===== config.mk =====
export PLATFORM = sky130hd
export DESIGN_NAME = utopia1_cell_receiver
export DESIGN_NICKNAME = d
export VERILOG_FILES = /design/src/rtl/utopia1_cell_receiver.sv
export SDC_FILE = /design/constraint.sdc
export NUM_CORES = 1
export LEC_CHECK = 0
export BUFFER_PORTS_ARGS = -buffer_cell sky130_fd_sc_hd__buf_4
export CAP_MARGIN = 40
export CORE_ASPECT_RATIO = 0.8
export CORE_MARGIN = 2
export CORE_UTILIZATION = 49
export DETAILED_ROUTE_END_ITERATION = 10
export PLACE_DENSITY_LB_ADDON = 0.3
export SYNTH_ARGS = -nofsm -noshare
export SYNTH_HDL_FRONTEND = slang
export SYNTH_SLANG_ARGS = --single-unit

===== constraint.sdc =====
create_clock -name clk -period 16.35 [get_ports clk]
set_input_delay 3.27 -clock clk [delete_from_list [all_inputs] [get_ports clk]]
set_output_delay 3.27 -clock clk [all_outputs]
set_load 0.05 [all_outputs]

===== src/rtl/utopia1_cell_receiver.sv =====
// UTOPIA-1 receive side: pulls one ATM cell at a time from the PHY and presents it to the core
// as a parallel word held until the core acknowledges it by dropping core_ready.
module utopia1_cell_receiver #(
   parameter int CELL_BYTES = 53
) (
   input  logic                    clk,
   input  logic                    reset,
   input  logic [7:0]              rx_data,
   input  logic                    rx_soc,
   input  logic                    rx_clav,
   output logic                    rx_en_n,
   input  logic                    core_ready,
   output logic                    cell_valid,
   output logic [8*CELL_BYTES-1:0] cell_data,
   output logic                    sync_err
);

   // state      | meaning
   // S_IDLE     | after reset, waiting for the core to become ready
   // S_WAIT_SOC | reading enabled, hunting for a start-of-cell byte
   // S_RECEIVE  | assembling bytes 1..CELL_BYTES-1
   // S_PRESENT  | full cell on cell_data, waiting for core_ready low
   // S_RELEASE  | acknowledged, waiting for core_ready high again
   typedef enum logic [2:0] {
      S_IDLE     = 3'd0,
      S_WAIT_SOC = 3'd1,
      S_RECEIVE  = 3'd2,
      S_PRESENT  = 3'd3,
      S_RELEASE  = 3'd4
   } state_t;

   localparam logic [5:0] LAST_IDX = 6'(CELL_BYTES - 1);

   state_t                    r_state, w_state_nxt;
   logic [5:0]                r_idx, w_idx_nxt;
   logic                      r_rx_en_n, w_rx_en_n_nxt;
   logic                      r_cell_valid, w_cell_valid_nxt;
   logic                      r_sync_err, w_sync_err_nxt;
   logic [8*CELL_BYTES-1:0]   r_cell_data, w_cell_data_nxt;
   logic                      w_capture;
   logic                      w_wr_en;
   logic [5:0]                w_wr_idx;

   // A byte is taken only when our registered enable and the PHY's byte-valid coincide.
   assign w_capture = ~r_rx_en_n & rx_clav;

   always_ff @(posedge clk or posedge reset) begin
      if (reset) begin
         r_state      <= S_IDLE;
         r_idx        <= 6'd0;
         r_rx_en_n    <= 1'b1;
         r_cell_valid <= 1'b0;
         r_sync_err   <= 1'b0;
         r_cell_data  <= '0;
      end else begin
         r_state      <= w_state_nxt;
         r_idx        <= w_idx_nxt;
         r_rx_en_n    <= w_rx_en_n_nxt;
         r_cell_valid <= w_cell_valid_nxt;
         r_sync_err   <= w_sync_err_nxt;
         r_cell_data  <= w_cell_data_nxt;
      end
   end

   always_comb begin
      w_state_nxt      = r_state;
      w_idx_nxt        = r_idx;
      w_rx_en_n_nxt    = r_rx_en_n;
      w_cell_valid_nxt = r_cell_valid;
      w_sync_err_nxt   = 1'b0;
      w_wr_en          = 1'b0;
      w_wr_idx         = r_idx;
      case (r_state)
         S_IDLE: begin
            if (core_ready) begin
               w_rx_en_n_nxt = 1'b0;
               w_state_nxt   = S_WAIT_SOC;
            end
         end
         S_WAIT_SOC: begin
            if (w_capture && rx_soc) begin
               w_wr_en     = 1'b1;
               w_wr_idx    = 6'd0;
               w_idx_nxt   = 6'd1;
               w_state_nxt = S_RECEIVE;
            end
         end
         S_RECEIVE: begin
            if (w_capture) begin
               w_wr_en = 1'b1;
               if (rx_soc) begin
                  // PHY lost framing: restart on the new cell rather than deliver a corrupt one.
                  w_wr_idx       = 6'd0;
                  w_idx_nxt      = 6'd1;
                  w_sync_err_nxt = 1'b1;
               end else if (r_idx == LAST_IDX) begin
                  w_idx_nxt        = 6'd0;
                  w_rx_en_n_nxt    = 1'b1;
                  w_cell_valid_nxt = 1'b1;
                  w_state_nxt      = S_PRESENT;
               end else begin
                  w_idx_nxt = r_idx + 6'd1;
               end
            end
         end
         S_PRESENT: begin
            if (!core_ready) begin
               w_cell_valid_nxt = 1'b0;
               w_state_nxt      = S_RELEASE;
            end
         end
         S_RELEASE: begin
            if (core_ready) begin
               w_rx_en_n_nxt = 1'b0;
               w_state_nxt   = S_WAIT_SOC;
            end
         end
         default: begin
            w_state_nxt      = S_IDLE;
            w_idx_nxt        = 6'd0;
            w_rx_en_n_nxt    = 1'b1;
            w_cell_valid_nxt = 1'b0;
         end
      endcase
   end

   // Byte 0 lives in the MSBs; only captured bytes ever touch the cell buffer.
   always_comb begin
      w_cell_data_nxt = r_cell_data;
      if (w_wr_en) begin
         w_cell_data_nxt[8*(CELL_BYTES-1-int'(w_wr_idx)) +: 8] = rx_data;
      end
   end

   assign rx_en_n    = r_rx_en_n;
   assign cell_valid = r_cell_valid;
   assign cell_data  = r_cell_data;
   assign sync_err   = r_sync_err;

endmodule


==> summary.md, run 1 <==
| Metric | Value |
|---|---|
| GRT Total Usage | `28.8%` |
| Mapped cell area | `approximately 19,000 µm²` |
| Die area | `around 40,000 µm²` |
| Final Non-Filler Cells | `2,494` |
| Vias per Instance | `approximately 5.7` |
| # rows | `64` |
| Crit share post-route | `53.7%` |
| Die span in x | `223 µm` |
| Post-CTS Setup Inserts | `0` |
| Clock H-tree levels | `2` |
| #FFs+latches synth | `436` |
| Worst path required time | `16,780 ps` |
| Post-synthesis cell count | `between 1.5k and 2k` |
| Met3 Resource Use GR | `8.34%` |
| Multi-input gate area | `between 7000 and 8000 µm²` |
| Synth warn | `0` |
| Met2 Usage GRT | `44.5%` |
| Antenna violations before repair | `1` |
| Global-route wire length before repair | `87.5 mm` |
| # hold bufs at CTS | `0` |
| Overall Power | `0.00342 W` |
| Dpl cells | `2,422` |
| Post-route ant nets | `0` |
| Crit path kind | `primary input to flip-flop` |
| Max IR drop VDD | `0.0000881 V` |
| Post-synth ARST share | `100%` |
| GRT busiest layer | `met2` |
| Syn avg cell area | `12.3 µm²` |
| Share of post-route cells with drive strength above 1 | `~42%` |
| Finish-stage setup viols | `0` |
| Rel. slew slack | `38.3%` |
| Max-slew violations | `0` |
| Gpl congestion | `0.917` |
| Via count | `14.1k` |
| WL final | `58.3 mm` |
| Die height | `179 µm` |
| Status | `completed` |
| Post-CTS resize count | `0` |
| CP Max Fanout | `19` |
| DRT iter0 DRCs | `1,089` |
| Max Root-Sink Buffers | `3` |
| Pin count of the biggest net entering global routing | `165` |
| Setup Skew | `around 16 ps` |
| Number of buffers inserted by port buffering | `around 440` |
| Seq/Total Area, Yosys | `58.1%` |
| Starting Density | `49.4%` |
| DP Area | `22,700 µm²` |
| Area grow syn2layout | `28.7%` |
| DP HPWL | `42.2 mm` |
| Clock-pin slew on the worst setup and hold paths | `60 ps` |
| Final hold viol count | `0` |
| Clk_lat worst skew | `550 ps` |
| Pleak | `12.5 nW` |
| First-pass detailed-route iteration total | `5` |
| Core area | `38,000 µm²` |
| FILL cells | `around 3k` |
| Sink Count | `~440` |
| Power density cells | `142 nW/µm²` |
| Crit path launch type | `primary input` |
| Final net count | `1,998` |
| Unrepaired setup endpoints after global routing | `false` |
| CTS buffer count | `44` |
| M1 GR Usage | `39.9%` |
| Post-synth EDFFs | `0` |
| Boundary Pins | `440` |
| DRC errors left | `0` |
| TritonCTS clock tree | `built` |
| Design area | `24,200 µm²` |
| Root Driver | `clkbuf_16` |
| Drt wl/cell | `23.4 µm` |
| F_max | `0.114 GHz` |
| Distinct cells, synth | `80` |
| Setup TNS | `0 ps` |
| Min-delay worst type | `flip-flop to flip-flop` |
| Period minus WS final | `8780 ps` |
| Gr ovfl total | `0` |
| Crit. End Element | `flip-flop` |
| Synth Flop Type | `dfrtp_1` |
| ANT cells | `0` |
| Worst-margin pin slew | `926 ps` |
| FF/Latch Area | `10,900 µm²` |
| Vias in the first global route | `14.1k` |
| Max-cap violations | `0` |
| Syn nets | `1,556` |
| Worst path arrival time | `about 9000 ps` |
[registers in the layout, summed over array words and instances, names as in the netlist]
name / flops
r_idx: 6
r_state: 3
sync_err: 1
cell_valid: 1
cell_data: 424
rx_en_n: 1
[layout make-up]
cell class	count	area share, %
multi-input cells	991	30.8
clock buffers	58	5.11
inverters	31	0.512
clock inverters	14	1.04
repair buffers	469	14.9
flip-flops and latches	436	45.1
well taps	495	2.56
[metrics by stage]
stage / util [%] / hold slack (ps) / setup slack [ps]
2_1_floorplan: - / 526 / 937
3_3_place_gp: 59.2 / 465 / 7280
3_5_place_dp: 59.7 / 472 / 7060
4_1_cts: 63.6 / 486 / 7640
5_1_grt: 63.6 / 499 / 7120
6_report: 63.6 / 481 / 7570
[Yosys cell counts (3+ instances only)]
library cell / number / share of area [%]
o2111ai_1: 14 / 0.65
mux2_1: 19 / 1.1
dfrtp_1: 435 / 58
nand2b_1: 10 / 0.33
nand2_1: 189 / 3.8
o31ai_1: 6 / 0.24
or2_2: 3 / 0.10
nand3_1: 22 / 0.59
xnor2_1: 7 / 0.33
nor2_2: 14 / 0.47
and3_1: 5 / 0.17
buf_2: 17 / 0.45
o21ai_0: 121 / 3.2
a31oi_1: 3 / 0.10
ha_1: 12 / 0.80
nand4_1: 8 / 0.27
mux2_4: 56 / 4.5
inv_1: 30 / 0.60
o211ai_1: 6 / 0.24
a21o_1: 3 / 0.12
o21a_1: 3 / 0.12
o2111ai_2: 4 / 0.32
nor3_1: 19 / 0.51
a21oi_1: 14 / 0.37
xor2_1: 3 / 0.14
o21ai_1: 25 / 0.67
or4_1: 5 / 0.20
mux2i_1: 16 / 0.85
nor2b_1: 5 / 0.17
buf_1: 3 / 0.060
nor4_1: 7 / 0.23
o41ai_1: 14 / 0.65
clkbuf_1: 43 / 0.86
nand4b_1: 3 / 0.14
buf_6: 7 / 0.42
or3_1: 14 / 0.47
buf_4: 3 / 0.12
mux2_2: 206 / 12
nor2_1: 105 / 2.1
[power by group]
group | switching [W] | internal, W | total (W)
clock network | 0.000419 | 0.000638 | 0.00106
logic | 0.000856 | 0.000284 | 0.00114
registers | 0.0000735 | 0.00115 | 0.00123
total | 0.00135 | 0.00207 | 0.00342
[worst max-delay path, stage by stage]
cell      delay [ps]
buf_4            150
and4bb_2         290
a21oi_4          270
clkinv_1         330
ha_1             470
nor2b_1          340
or3_1            190
nand3_1          310
nor2_1           380
nand2_1          110
ha_1             320
or4_1            570
nor3_1           190
o211a_1          300
nand3_1          490
or3_1            810
mux2_4           390
[path summary, 6_finish.rpt]
path / startpoint / endpoint / slack, ps / cells past startpoint
max in group asynchronous: reset / cell_data[85] / 11670 / 7
worst max-delay path: rx_soc / cell_data[52] / 7570 / 17
worst min register to register: cell_data[283] / cell_data[283] / 480 / 2
worst min-delay path: cell_data[283] / cell_data[283] / 480 / 2
min in group asynchronous: reset / cell_data[24] / 2770 / 2
worst max register to register: r_idx[0] / cell_data[52] / 9640 / 16
[logic make-up (layout without fill, tap and decap cells)]
logic type | after synthesis | in the layout | synth area share [%]
AOI/OAI and AO/OA | 246 | 246 | 8.64
xor gates and xnor gates | 11 | 11 | 0.553
adders and majority gates | 12 | 12 | 0.799
buffers and inverters | 104 | 572 | 2.53
DFF | 436 | 436 | 58.1
muxes | 297 | 297 | 18.8
and+or+nand+nor | 425 | 425 | 10.6
[layout by cell type (no fill, tap or decap), types with 7 or more instances in the layout]
cell	synthesis	routed
buf_4	3	462
dfrtp_1	435	435
mux2_2	206	206
nand2_1	189	189
o21ai_0	121	121
nor2_1	105	105
mux2_4	56	56
clkbuf_16	0	45
inv_1	30	29
o21ai_1	25	24
nand3_1	22	22
nor3_1	19	19
mux2_1	19	19
mux2i_1	16	16
or3_1	14	14
a21oi_1	14	14
o2111ai_1	14	14
nor2_2	14	14
o41ai_1	14	14
ha_1	12	12
nand2b_1	10	10
nand4_1	8	8
nor4_1	7	7
bufinv_16	0	7
clkbuf_1	43	7
[layer usage]
| layer | vias to the layer above | part of all wire (%) |
|---|---|---|
| li1 | 6314 | - |
| met1 | 7198 | 43 |
| met2 | 530 | 46 |
| met3 | 88 | 8.5 |
| met4 | 0 | 2.5 |
| met5 | - | 0 |
Note: power is estimated with default switching activity, not from simulation.
==> inputs of run 2 (changes only) <==
clock period = 7.1 ns   (was 16.35 ns; I/O delays follow)
==> summary.md, run 2 (same netlist as run 1, synthesis figures left out) <==
| Metric | Value |
|---|---|
| CP startpoint | `rx_soc` |
| Crit share post-route | `slightly below 90%` |
| Min-delay worst type | `flip-flop to flip-flop` |
| DP HPWL | `42.9 mm (+1.8%)` |
| First-pass detailed-route iteration total | `5 (unchanged)` |
| Gr ovfl total | `0 (unchanged)` |
| # hold bufs at CTS | `0 (unchanged)` |
| Die area | `39,900 µm² (unchanged)` |
| Global-route wire length before repair | `88.8 mm (+1.5%)` |
| Area grow syn2layout | `29.9%` |
| Commonest non-fill, non-tap cell in the layout | `buf_4` |
| Crit path kind | `primary input to flip-flop` |
| Pleak | `12.6 nW (+1.1%)` |
| Critical Path Max Stage Delay | `690 ps (-120 ps)` |
| Reg2reg end | `cell_data[405]` |
| Period minus WS final | `6140 ps` |
| Max Root-Sink Buffers | `3 (unchanged)` |
| Worst path arrival time | `6560 ps (-2650 ps)` |
| Post-route ant nets | `0 (unchanged)` |
| Gpl congestion | `0.869 (-5.2%)` |
| Hold Path Origin | `cell_data[175]` |
| Number of buffers inserted by port buffering | `439 (unchanged)` |
| Max IR drop VDD | `0.000233 V (+160%)` |
| Vias in the first global route | `14.2k (+0.63%)` |
| Crit path cell chain | `buf_4 -> and4bb_2 -> a21oi_4 -> clkinv_1 -> ha_1 -> nor2b_1 -> or3_1 -> nand3_1 -> nor2_1 -> nand2_1 -> ha_1 -> or4_1 -> nor3_1 -> o211a_1 -> and3_1 -> nand2_1 -> or4_1 -> mux2_1` |
| WL final | `59.7 mm (+2.3%)` |
| Drt wl/cell | `23.7 µm (+1.2%)` |
| Core area | `38,000 µm² (unchanged)` |
| Worst-margin pin slew | `1060 ps (+129 ps)` |
| TritonCTS clock tree | `built` |
| DRT iter0 DRCs | `1,027 (-5.7%)` |
| DRC errors left | `0 (unchanged)` |
| Max-cap violations | `0 (unchanged)` |
| Final net count | `2,018 (+1.0%)` |
| Post-CTS resize count | `0 (unchanged)` |
| Die span in x | `223 µm (unchanged)` |
| CP max stage cell | `or4_1` |
| Starting Density | `49.4% (unchanged)` |
| Sink Count | `436 (unchanged)` |
| Cells on Worst Hold Path | `2 (unchanged)` |
| Post-CTS Setup Inserts | `0 (unchanged)` |
| FF-to-FF Start | `r_idx[0]` |
| Worst Reg-to-Reg Cells | `17 (+1)` |
| Power density cells | `333 nW/µm² (+140%)` |
| Setup TNS | `0 ps (unchanged)` |
| ANT cells | `0 (unchanged)` |
| Die height | `179 µm (unchanged)` |
| Boundary Pins | `440 (unchanged)` |
| Clk_lat worst skew | `550 ps (about the same)` |
| Vias per Instance | `5.69 (+0.52%)` |
| Finish-stage setup viols | `0 (unchanged)` |
| Clock H-tree levels | `2 (unchanged)` |
| Share of post-route cells with drive strength above 1 | `42.9% (+0.82 points)` |
| Overall Power | `0.00813 W (+140%)` |
| # rows | `64 (unchanged)` |
| Max-slew violations | `0 (unchanged)` |
| Hold Crit Endpoint | `cell_data[175]` |
| Pin count of the biggest net entering global routing | `185 (+12%)` |
| Antenna violations before repair | `0 (-1)` |
| Via count | `14.4k (+1.6%)` |
| Unrepaired setup endpoints after global routing | `false` |
| Worst path required time | `7520 ps (-9260 ps)` |
| Crit. End Element | `flip-flop` |
| Reg2reg setup slack | `1170 ps (-8470 ps)` |
| Clock-pin slew on the worst setup and hold paths | `60 ps (about the same)` |
| GRT Total Usage | `29.3% (+0.48 points)` |
| Status | `completed` |
| Crit path launch type | `primary input` |
| Max reg flops | `424 (unchanged)` |
| CP Max Fanout | `14 (-5)` |
| Root Driver | `clkbuf_16` |
| Final hold viol count | `0 (unchanged)` |
| F_max | `0.163 GHz` |
| Most frequent cells in the layout | `buf_4 (483), dfrtp_1 (435), mux2_2 (206), nand2_1 (189), o21ai_0 (121)` |
| CTS buffer count | `44 (unchanged)` |
| Rel. slew slack | `29.7% (-8.6 points)` |
| Setup Skew | `17.9 ps (+1.56 ps)` |
-- run 2: where the power goes --
part / switching (W) / leakage (nW) / internal [W]
registers: 0.000178 / 6.01 / 0.00265
clock network: 0.000981 / 0.781 / 0.00156
logic: 0.00203 / 5.81 / 0.000720
total: 0.00319 / 12.6 / 0.00494
-- run 2: area by class of cell --
class / count / area, µm²
Fill cell: 2923 / 13600
Inverter: 31 / 120
Sequential cell: 436 / 10900
Clock inverter: 17 / 290
Clock buffer: 62 / 1300
Multi-Input combinational cell: 991 / 7440
Timing Repair Buffer: 489 / 3710
Tap cell: 495 / 619
-- run 2: stage by stage --
stage	hold WS, ps	worst slack, ps	area (µm²)	cells	util, %
after global placement	464	554	22700	2433	59.7
after floorplan	526	-208	18800	1531	-
after CTS	484	1010	24400	2521	64.1
after global routing	507	603	24400	2521	64.1
after detailed placement	471	443	22800	2442	60.0
final	477	955	24400	2521	64.1
-- run 2: worst max-delay path: cells and delay by family --
kind	cells	cell delay [ps]
AND/OR/NAND/NOR	11	3150
multiplexers	1	400
adder cells (fa/ha/maj)	2	710
AO/OA/AOI/OAI	2	580
buffers and inverters	2	290
-- run 2: metal layers --
layer	track usage, %	wire length, µm
met1	40.7	26000
met2	45.9	27500
met3	7.93	4900
met4	7.02	1240
met5	0	0
-- run 2: how the worst max path moves through the flow --
stage	to	cells after the start	slack (ps)
2_1_floorplan	cell_data[0]	1	-210
3_3_place_gp	cell_data[401]	18	550
3_5_place_dp	cell_data[405]	18	440
4_1_cts	cell_data[405]	18	1010
5_1_grt	cell_data[404]	18	600
6_report	cell_data[405]	18	960
